===== src/rtl/risc_pkg.sv =====
// Shared definitions for the instruction-fetch side of the RISC core:
// datapath widths, reset/halt constants and the fetch FSM state type.
package risc_pkg;

    localparam int INSTR_W  = 32;
    localparam int ADDR_W   = 32;
    localparam int OPCODE_W = 6;

    localparam logic [ADDR_W-1:0]   RESET_PC    = 32'h0000_0000;
    localparam logic [OPCODE_W-1:0] HALT_OPCODE = 6'b111111;

    // Word-aligned addresses: the two low byte-offset bits are always zero.
    localparam logic [ADDR_W-1:0]   ADDR_MASK   = 32'hFFFF_FFFC;

    typedef enum logic [1:0] {
        FETCH  = 2'd0,
        WAIT   = 2'd1,
        ISSUE  = 2'd2,
        HALTED = 2'd3
    } fetch_state_t;

endpackage


===== src/rtl/instr_fetch_unit.sv =====
// Instruction fetch unit: requests one word per instruction from instruction
// memory, holds it for decode until accepted, then advances the PC sequentially
// or to a redirect target. A HALT opcode parks the unit until reset.
module instr_fetch_unit #(
    parameter logic [31:0] RESET_PC    = risc_pkg::RESET_PC,
    parameter logic [5:0]  HALT_OPCODE = risc_pkg::HALT_OPCODE
) (
    input  logic        clk,
    input  logic        rst,
    output logic        imemReq,
    output logic [31:0] imemAddr,
    input  logic        imemValid,
    input  logic [31:0] imemData,
    input  logic        stall,
    input  logic        redirect,
    input  logic [31:0] redirectTarget,
    output logic [31:0] instr,
    output logic [5:0]  opcode,
    output logic [31:0] pcOut,
    output logic [31:0] pcPlus4,
    output logic        instrValid,
    output logic        halted
);

    import risc_pkg::*;

    localparam logic [ADDR_W-1:0] START_PC = RESET_PC & ADDR_MASK;

    fetch_state_t          state_q, state_d;
    logic [ADDR_W-1:0]     pc_q, pc_d;
    logic [ADDR_W-1:0]     pc_out_q, pc_out_d;
    logic [INSTR_W-1:0]    instr_q, instr_d;
    logic                  halted_q, halted_d;
    // Cleared by reset so the first request appears only once reset has been
    // released, without a combinational path from rst to imemReq.
    logic                  active_q;
    logic [ADDR_W-1:0]     pc_incr;
    logic [OPCODE_W-1:0]   cur_opcode;

    // Single incrementer serves both the sequential next PC and the link value.
    assign pc_incr    = pc_out_q + 32'd4;
    assign cur_opcode = instr_q[INSTR_W-1:INSTR_W-OPCODE_W];

    // Next-state and datapath update decisions for the fetch sequence.
    always_comb begin
        state_d  = state_q;
        pc_d     = pc_q;
        pc_out_d = pc_out_q;
        instr_d  = instr_q;
        halted_d = halted_q;
        case (state_q)
            FETCH: begin
                if (active_q) begin
                    state_d = WAIT;
                end
            end
            WAIT: begin
                if (imemValid) begin
                    instr_d  = imemData;
                    pc_out_d = pc_q;
                    state_d  = ISSUE;
                end
            end
            ISSUE: begin
                if (!stall) begin
                    if (cur_opcode == HALT_OPCODE) begin
                        state_d  = HALTED;
                        halted_d = 1'b1;
                    end else begin
                        state_d = FETCH;
                        if (redirect) begin
                            pc_d = redirectTarget & ADDR_MASK;
                        end else begin
                            pc_d = pc_incr & ADDR_MASK;
                        end
                    end
                end
            end
            HALTED: begin
                state_d = HALTED;
            end
            default: begin
                state_d = FETCH;
            end
        endcase
    end

    // State and datapath registers with synchronous active-low reset.
    always_ff @(posedge clk) begin
        if (!rst) begin
            state_q  <= FETCH;
            pc_q     <= START_PC;
            pc_out_q <= START_PC;
            instr_q  <= '0;
            halted_q <= 1'b0;
            active_q <= 1'b0;
        end else begin
            state_q  <= state_d;
            pc_q     <= pc_d;
            pc_out_q <= pc_out_d;
            instr_q  <= instr_d;
            halted_q <= halted_d;
            active_q <= 1'b1;
        end
    end

    assign imemReq    = (state_q == FETCH) && active_q;
    assign imemAddr   = pc_q;
    assign instr      = instr_q;
    assign opcode     = cur_opcode;
    assign pcOut      = pc_out_q;
    assign pcPlus4    = pc_incr;
    assign instrValid = (state_q == ISSUE);
    assign halted     = halted_q;

endmodule


===== config.mk =====
export PLATFORM = sky130hd
export DESIGN_NAME = instr_fetch_unit
export DESIGN_NICKNAME = d
export VERILOG_FILES = /design/src/rtl/risc_pkg.sv /design/src/rtl/instr_fetch_unit.sv
export SDC_FILE = /design/constraint.sdc
export NUM_CORES = 1
export LEC_CHECK = 0
export ABC_CLOCK_PERIOD_IN_PS = 5000
export BUFFER_PORTS_ARGS = -buffer_cell sky130_fd_sc_hd__buf_2
export CORE_ASPECT_RATIO = 1.25
export CORE_MARGIN = 4
export CORE_UTILIZATION = 52
export CTS_BUF_LIST = sky130_fd_sc_hd__clkbuf_8
export CTS_CLUSTER_SIZE = 10
export DETAILED_ROUTE_END_ITERATION = 8
export PLACE_DENSITY = 0.95
export SLEW_MARGIN = 30
export SYNTH_ARGS = -nofsm -noshare
export SYNTH_HDL_FRONTEND = slang
export SYNTH_SLANG_ARGS = --single-unit

===== constraint.sdc =====
create_clock -name clk -period 5 [get_ports clk]
set_input_delay 0.75 -clock clk [delete_from_list [all_inputs] [get_ports clk]]
set_output_delay 0.75 -clock clk [all_outputs]
set_load 0.005 [all_outputs]

Yosys cells after proc, flatten, opt, wreduce, memory -nomap -nowiden
Cells that the tools add are included.
{"block": "totals", "out_inout_bits": 137, "reg_bits": 100, "in_bits": 69, "wordCells": 29}
{"block": "op_classes", "n_addsub": 1, "mux": 7, "reduce_logical": 6, "eq_ne": 7, "bitwise": 2}
{"operator": "32-bit by 3-bit adder with 32-bit output (second input constant)", "count": 1}
{"operator": "32-bit two-way mux", "count": 1}
{"operator": "3-bit AND reduction", "count": 3}
{"operator": "2-bit two-way mux", "count": 4}
{"operator": "2-bit case mux with 4 select lines", "count": 1}
{"operator": "6-bit equality test (second input constant)", "count": 1}
{"operator": "2-bit != test (second input constant)", "count": 3}
{"operator": "2-bit equality test (second input constant)", "count": 2}
{"operator": "2-bit by 1-bit equality test with 1-bit output (second input constant)", "count": 1}
{"operator": "2-bit zero test", "count": 1}
{"operator": "1-bit NOT", "count": 2}
{"operator": "2-bit AND reduction", "count": 1}
{"operator": "1-bit logical AND", "count": 1}
{"operator": "1-bit two-way mux", "count": 1}

Longest topological paths before layout
Gate-level depths: netlist of the first run.
{"block": "depth", "depth_word": 4, "ltp_mapped": 6, "ltp_nobuf": 6}

Worst setup path before layout of the first run
No wires, ideal clock.
{"block": "synth_timing", "kind": "reg-to-output", "startpoint": "reg pc_out_q[4] (netlist: pcOut[4])", "endpoint": "out pcPlus4[23]", "arrival_time_ps": 1553, "path_slack_ps": 2697, "required_ps": 4250, "path_stages_with_launch": 6, "path_cell_list": "dfxtp_1 and4_1 buf_2 nand3_1 o31a_2 or2_2"}
{"block": "synth_between", "elab_chain_len": 1}
{"item": "start, declared", "line": "instr_fetch_unit.sv:31", "text": "logic [ADDR_W-1:0] pc_out_q, pc_out_d;"}
{"item": "start signal, assigned", "line": "instr_fetch_unit.sv:100", "text": "pc_out_q <= pc_out_d;"}
{"item": "32-bit by 3-bit adder with 32-bit output", "line": "instr_fetch_unit.sv:41", "text": "assign pc_incr = pc_out_q + 32'd4;"}
{"item": "end, declared", "line": "instr_fetch_unit.sv:20", "text": "output logic [31:0] pcPlus4,"}
Every way passes these cells.

Worst setup path after layout of the first run
{"block": "layout_timing", "startpoint": "reg pc_out_q[6] (netlist: pcOut[6])", "endpoint": "out pcPlus4[24]"}
The elaborated chain is that of the path after synthesis.

==> results of run 1 <==
## power by group through the flow
stage          sequential (mW)  clock [mW]  combinational [mW]
6_report                 0.786       0.465               0.110
5_1_grt                  0.788       0.506               0.121
4_1_cts                  0.786       0.477               0.109
3_5_place_dp             0.804           0               0.109
2_1_floorplan            0.804           0              0.0603
3_3_place_gp             0.803           0               0.106
## worst max-delay path, stage by stage, from the launching register on
cell and delay (ns):
dfxtp_1 0.46, and4_1 0.51, nand3_1 0.34, nor4_1 0.37, xnor2_1 0.20, inv_1 0.07, buf_2 0.13
## layer usage
layer | global-route usage [%] | share of wire [%] | vias up | wire length (µm)
met2 | 46.2 | 51 | 226 | 6630
met3 | 4.68 | 7.4 | 30 | 963
met1 | 28.7 | 39 | 2107 | 5020
li1 | - | - | 2229 | -
met4 | 11.6 | 2.4 | 0 | 310
met5 | 0 | 0 | - | 0
## stage by stage
stage	hold slack, ns	instance area [µm²]	power [mW]	util [%]	setup WS, ns
3_3_place_gp	0.438	5270	0.909	64.4	2.31
4_1_cts	0.457	5460	1.37	66.6	1.81
2_1_floorplan	0.440	4370	0.864	-	2.70
3_5_place_dp	0.443	5280	0.913	64.4	2.24
6_report	0.456	5460	1.36	66.6	1.83
5_1_grt	0.480	5460	1.42	66.6	1.68
## worst paths after layout
check | from | end | slack (ns) | depth (start not counted)
max | pcOut[6] | pcPlus4[24] | 1.83 | 6
min | instr[22] | instr[22] | 0.46 | 2
max reg2reg | pcOut[6] | imemAddr[24] | 2.85 | 5
min reg2reg | instr[22] | instr[22] | 0.46 | 2
## layout make-up
class,count,area share [%]
Timing Repair Buffer,200,18.5
Inverter,15,1.03
Sequential cell,96,35.2
Tap cell,97,2.22
Clock inverter,6,0.802
Multi-Input combinational cell,409,39.7
Clock buffer,10,2.52
## state kept, by name (all words and copies together) (netlist names)
signal    flops
imemAddr     30
active_q      1
halted        1
state_q       2
instr        32
pcOut        30
## cell usage after synthesis, drive strengths merged (5+ instances only)
| cell type | instances |
|---|---|
| nand2 | 155 |
| nand2b | 7 |
| buf | 16 |
| xnor2 | 20 |
| nand4 | 10 |
| a21oi | 79 |
| and3 | 7 |
| o21ai | 10 |
| clkbuf | 32 |
| o22ai | 8 |
| nor3 | 9 |
| o211ai | 7 |
| xor2 | 5 |
| mux2i | 5 |
| dfxtp | 96 |
| inv | 15 |
| and4 | 8 |
| nand3 | 27 |
| nor2 | 13 |
## logic make-up (layout without fill, tap and decap cells)
logic type | after synthesis | in the layout | synth area share [%]
buf+inv | 63 | 231 | 6.70
simple gates | 249 | 249 | 26.4
compound gates | 123 | 123 | 16.2
other cells | 1 | 6 | 0.0861
xor+xnor | 25 | 25 | 5.03
mux | 5 | 5 | 1.15
flops | 96 | 96 | 44.2
fa+ha+maj | 1 | 1 | 0.287
==> results.json, run 1 <==
{
  "grt_max_degree": 85,
  "synth_flop_cell": "dfxtp_1",
  "cts_root_buf": "clkbuf_8",
  "viasPerCell": 5.51,
  "synth.distinct_cells": 42,
  "drv_cap": 0,
  "netlist_area_mm2": 0.00435,
  "ys_seq_area_share_pct": 44.2,
  "floorplan.initialDensity_pct": 53.1,
  "ctsHoldBuffers": 0,
  "final_cell_mix": "197 x buf_2, 155 x nand2_1, 96 x dfxtp_1",
  "relSlewSlack_pct": 38.1,
  "syn_avg_cell_area_um2": 7.73,
  "core-area_mm2": 0.00819,
  "netlist_instances": 563,
  "vias": 4592,
  "fill_cells": 671,
  "fin_setup_tns_ns": 0,
  "internal-power_mw": 1.02,
  "cp.required_ns": 4.25,
  "finalHoldViolCount": 0,
  "swShare_pct": 25.3,
  "ioPinCount": 206,
  "fp.dieW_um": 89.8,
  "fin_crit_ns": 3.17,
  "grt_pass1_wl_mm": 20.4,
  "die-area_mm2": 0.00991,
  "n_antenna_cell": 0,
  "grt_pass1_vias": 4215,
  "wl_mm": 12.9,
  "crit_path_end_kind": "primary output",
  "peakVddDrop_mv": 0.180,
  "clkTransAtPathRegs_ns": 0.09,
  "grt_use_total_pct": 25.2,
  "power_frac_seq_pct": 57.8,
  "power_switching_mw": 0.344,
  "final-seq-area_mm2": 0.00192,
  "wl_per_cell_um": 15.5,
  "rows": 37,
  "netlist.area_leader.share_pct": 44.2,
  "yosysWarnings": 0,
  "synth_area_leaders": "dfxtp_1 44%, nand2_1 13%, a21oi_1 9.1%",
  "rsz0062_at_grt": "no",
  "p_per_area_mw_per_mm2": 249,
  "clkPwrFrac_pct": 34.2,
  "place_congestion": 0.860,
  "worst_pin_slew_ns": 0.929,
  "cts_resized": 0,
  "min-delay-path-class": "reg2reg",
  "clkSinkCount": 96,
  "cp_max_fo": 9,
  "layout_commonest_cell": "buf_2",
  "path_class": "reg2out",
  "max_freq_ghz": 0.316,
  "antenna_found_initial": 0,
  "tritoncts": "built",
  "cts_setup_buffers": 0,
  "die_h_um": 110,
  "report.final.setup_viol": 0,
  "p_leak_nw": 2.56,
  "critPathArrivalTime_ns": 2.42,
  "syn2layout_area_growth_pct": 25.4,
  "finalNonFillerCells": 833,
  "h-tree-depth": 3,
  "placedCellCount": 817,
  "detail_route.first_pass.iterations": 5,
  "hpwl_mm": 9.19,
  "numCtsBuffers": 9,
  "outcome": "finished, final reports clean",
  "nNetsFinal": 801,
  "synth_edf_count": 0,
  "synthArstFlopShare_pct": 0,
  "yosys.area.top_type": "dfxtp_1",
  "ys_ff_latch": 96,
  "route.detailed.drc": 0,
  "worst_setup_path_start_kind": "flop",
  "finClkSkew_ns": 0.00867,
  "fin_crit_sh_pct": 63.4,
  "clockBufferDepth": 2,
  "pwr-share-comb_pct": 8.1,
  "slew_violations": 0,
  "gr-total-overflow": 0,
  "drt_iter0_markers": 266,
  "drive_gt1_share_pct": 31.3,
  "port_buffers": 197,
  "multi_input_comb_area_mm2": 0.00217,
  "ant_nets": 0,
  "clock_latency_ns": 0.35
}
Note: power is estimated with default switching activity, not from simulation.
==> run 2: changes to the inputs <==
--- a/config.mk
+++ b/config.mk
@@ -5,15 +5,15 @@
 export SDC_FILE = /design/constraint.sdc
 export NUM_CORES = 1
 export LEC_CHECK = 0
-export ABC_CLOCK_PERIOD_IN_PS = 5000
+export ABC_CLOCK_PERIOD_IN_PS = 3100
 export BUFFER_PORTS_ARGS = -buffer_cell sky130_fd_sc_hd__buf_2
 export CORE_ASPECT_RATIO = 1.25
 export CORE_MARGIN = 4
-export CORE_UTILIZATION = 52
+export CORE_UTILIZATION = 48
 export CTS_BUF_LIST = sky130_fd_sc_hd__clkbuf_8
 export CTS_CLUSTER_SIZE = 10
 export DETAILED_ROUTE_END_ITERATION = 8
-export PLACE_DENSITY = 0.95
+export PLACE_DENSITY = 0.93
 export SLEW_MARGIN = 30
 export SYNTH_ARGS = -nofsm -noshare
 export SYNTH_HDL_FRONTEND = slang
==> constraint.sdc (replaced) <==
create_clock -name clk -period 3.1 [get_ports clk]
set_input_delay 0.465 -clock clk [delete_from_list [all_inputs] [get_ports clk]]
set_output_delay 0.465 -clock clk [all_outputs]
set_load 0.005 [all_outputs]
==> run 2 against run 1 <==
Effect of this change:
- clock power grew 50%
- count of clock-buffer cells in the layout is the same
- die area grew 7.6%
- first-iteration DRC count shrank 6.4%
- final cell count grew 3.0%
- critical path depth grew 1
- sequential share of layout area shrank 0.38 points
- flip-flop and latch count is the same
- clock skew grew 0.00088 ns
- wire length grew 1.7%
- worst hold slack lost 0.12 ns
- non-clock buffer count grew 4
==> results.json, run 2 (synthesis results as in run 1) <==
{
  "grt_pass1_wl_mm": 20.3,
  "hold_start": "imemData[3]",
  "largest_reg_flops": 32,
  "tritoncts": "built",
  "ioPinCount": 206,
  "rows": 38,
  "viasPerCell": 5.34,
  "crit_path_end_kind": "primary output",
  "p_leak_nw": 2.58,
  "finalNonFillerCells": 858,
  "numCtsBuffers": 9,
  "layout_commonest_cell": "buf_2",
  "r2r_start": "pcOut[2]",
  "detail_route.first_pass.iterations": 5,
  "fin_crit_sh_pct": 91.1,
  "nNetsFinal": 805,
  "cts_setup_buffers": 0,
  "clock_latency_ns": 0.36,
  "finalHoldViolCount": 0,
  "ant_nets": 0,
  "die_h_um": 114,
  "max_freq_ghz": 0.354,
  "fp.dieW_um": 93.2,
  "floorplan.initialDensity_pct": 49.8,
  "clkSinkCount": 96,
  "wl_per_cell_um": 15.3,
  "hpwl_mm": 9.56,
  "critPathArrivalTime_ns": 2.36,
  "n_antenna_cell": 0,
  "finClkSkew_ns": 0.00955,
  "place_congestion": 0.844,
  "clkTransAtPathRegs_ns": 0.09,
  "outcome": "finished, final reports clean",
  "drv_cap": 0,
  "fin_setup_tns_ns": 0,
  "worst_setup_path_start_kind": "flop",
  "ctsHoldBuffers": 0,
  "placedCellCount": 844,
  "antenna_found_initial": 0,
  "cp_max_fo": 7,
  "slew_violations": 0,
  "clockBufferDepth": 2,
  "core-area_mm2": 0.00875,
  "vias": 4578,
  "final_cell_mix": "197 x buf_2, 155 x nand2_1, 96 x dfxtp_1",
  "crit_path_start": "pcOut[2]",
  "grt_pass1_vias": 4301,
  "report.final.setup_viol": 0,
  "cts_resized": 0,
  "drt_iter0_markers": 249,
  "peakVddDrop_mv": 0.209,
  "port_buffers": 197,
  "gr-total-overflow": 0,
  "p_per_area_mw_per_mm2": 389,
  "cts_root_buf": "clkbuf_8",
  "drive_gt1_share_pct": 31.4,
  "die-area_mm2": 0.0107,
  "fin_total_pwr_mw": 2.15,
  "worst_pin_slew_ns": 0.850,
  "h-tree-depth": 3,
  "route.detailed.drc": 0,
  "fin_crit_ns": 2.82,
  "rsz0062_at_grt": "no",
  "min-delay-path-class": "in2reg",
  "cp.required_ns": 2.63,
  "grt_max_degree": 84,
  "grt_use_total_pct": 24.2,
  "wl_mm": 13.2,
  "path_class": "reg2out",
  "syn2layout_area_growth_pct": 26.8,
  "relSlewSlack_pct": 43.3
}
[run 2: final cells by class]
class | instances | area (µm²)
clock buffers | 10 | 138
inverters | 15 | 56.3
flip-flops and latches | 96 | 1920
repair buffers | 204 | 1060
clock inverters | 4 | 22.5
fillers | 804 | 3230
multi-input cells | 409 | 2170
well taps | 120 | 150
[run 2: metal layers]
layer	routed length (µm)	vias up	GRT usage (%)
li1	-	2239	-
met3	1110	27	4.40
met5	0	-	0
met2	6800	215	44.5
met4	343	0	12.4
met1	4900	2097	26.1
[run 2: worst max-delay path: stages, from the launching register on]
cell and delay [ns]:
dfxtp_1 0.48, ha_1 0.27, and4_1 0.30, nand3_1 0.27
nor4_1 0.32, xnor2_1 0.19, inv_1 0.06, buf_2 0.12
[run 2: worst paths after layout]
| check | depth (start not counted) | slack (ns) | end |
|---|---|---|---|
| hold reg to reg | 2 | 0.45 | instr[13] |
| setup / recovery | 7 | 0.28 | pcPlus4[24] |
| hold / removal | 3 | 0.34 | instr[3] |
| setup reg to reg | 6 | 1.00 | imemAddr[24] |
[run 2: power by group]
group / leakage (nW) / total [mW] / switching (mW) / internal (mW)
Combinational: 1.72 / 0.182 / 0.108 / 0.0741
Clock: 0.0838 / 0.698 / 0.398 / 0.300
Sequential: 0.776 / 1.27 / 0.0152 / 1.25
[run 2: through the flow]
stage	hold slack, ns	instance area, µm²	util (%)	worst slack (ns)
2_1_floorplan	0.440	4370	-	1.08
3_3_place_gp	0.439	5360	61.2	0.708
3_5_place_dp	0.443	5360	61.2	0.714
4_1_cts	0.316	5520	63.1	0.269
5_1_grt	0.327	5520	63.1	0.105
6_report	0.335	5520	63.1	0.276
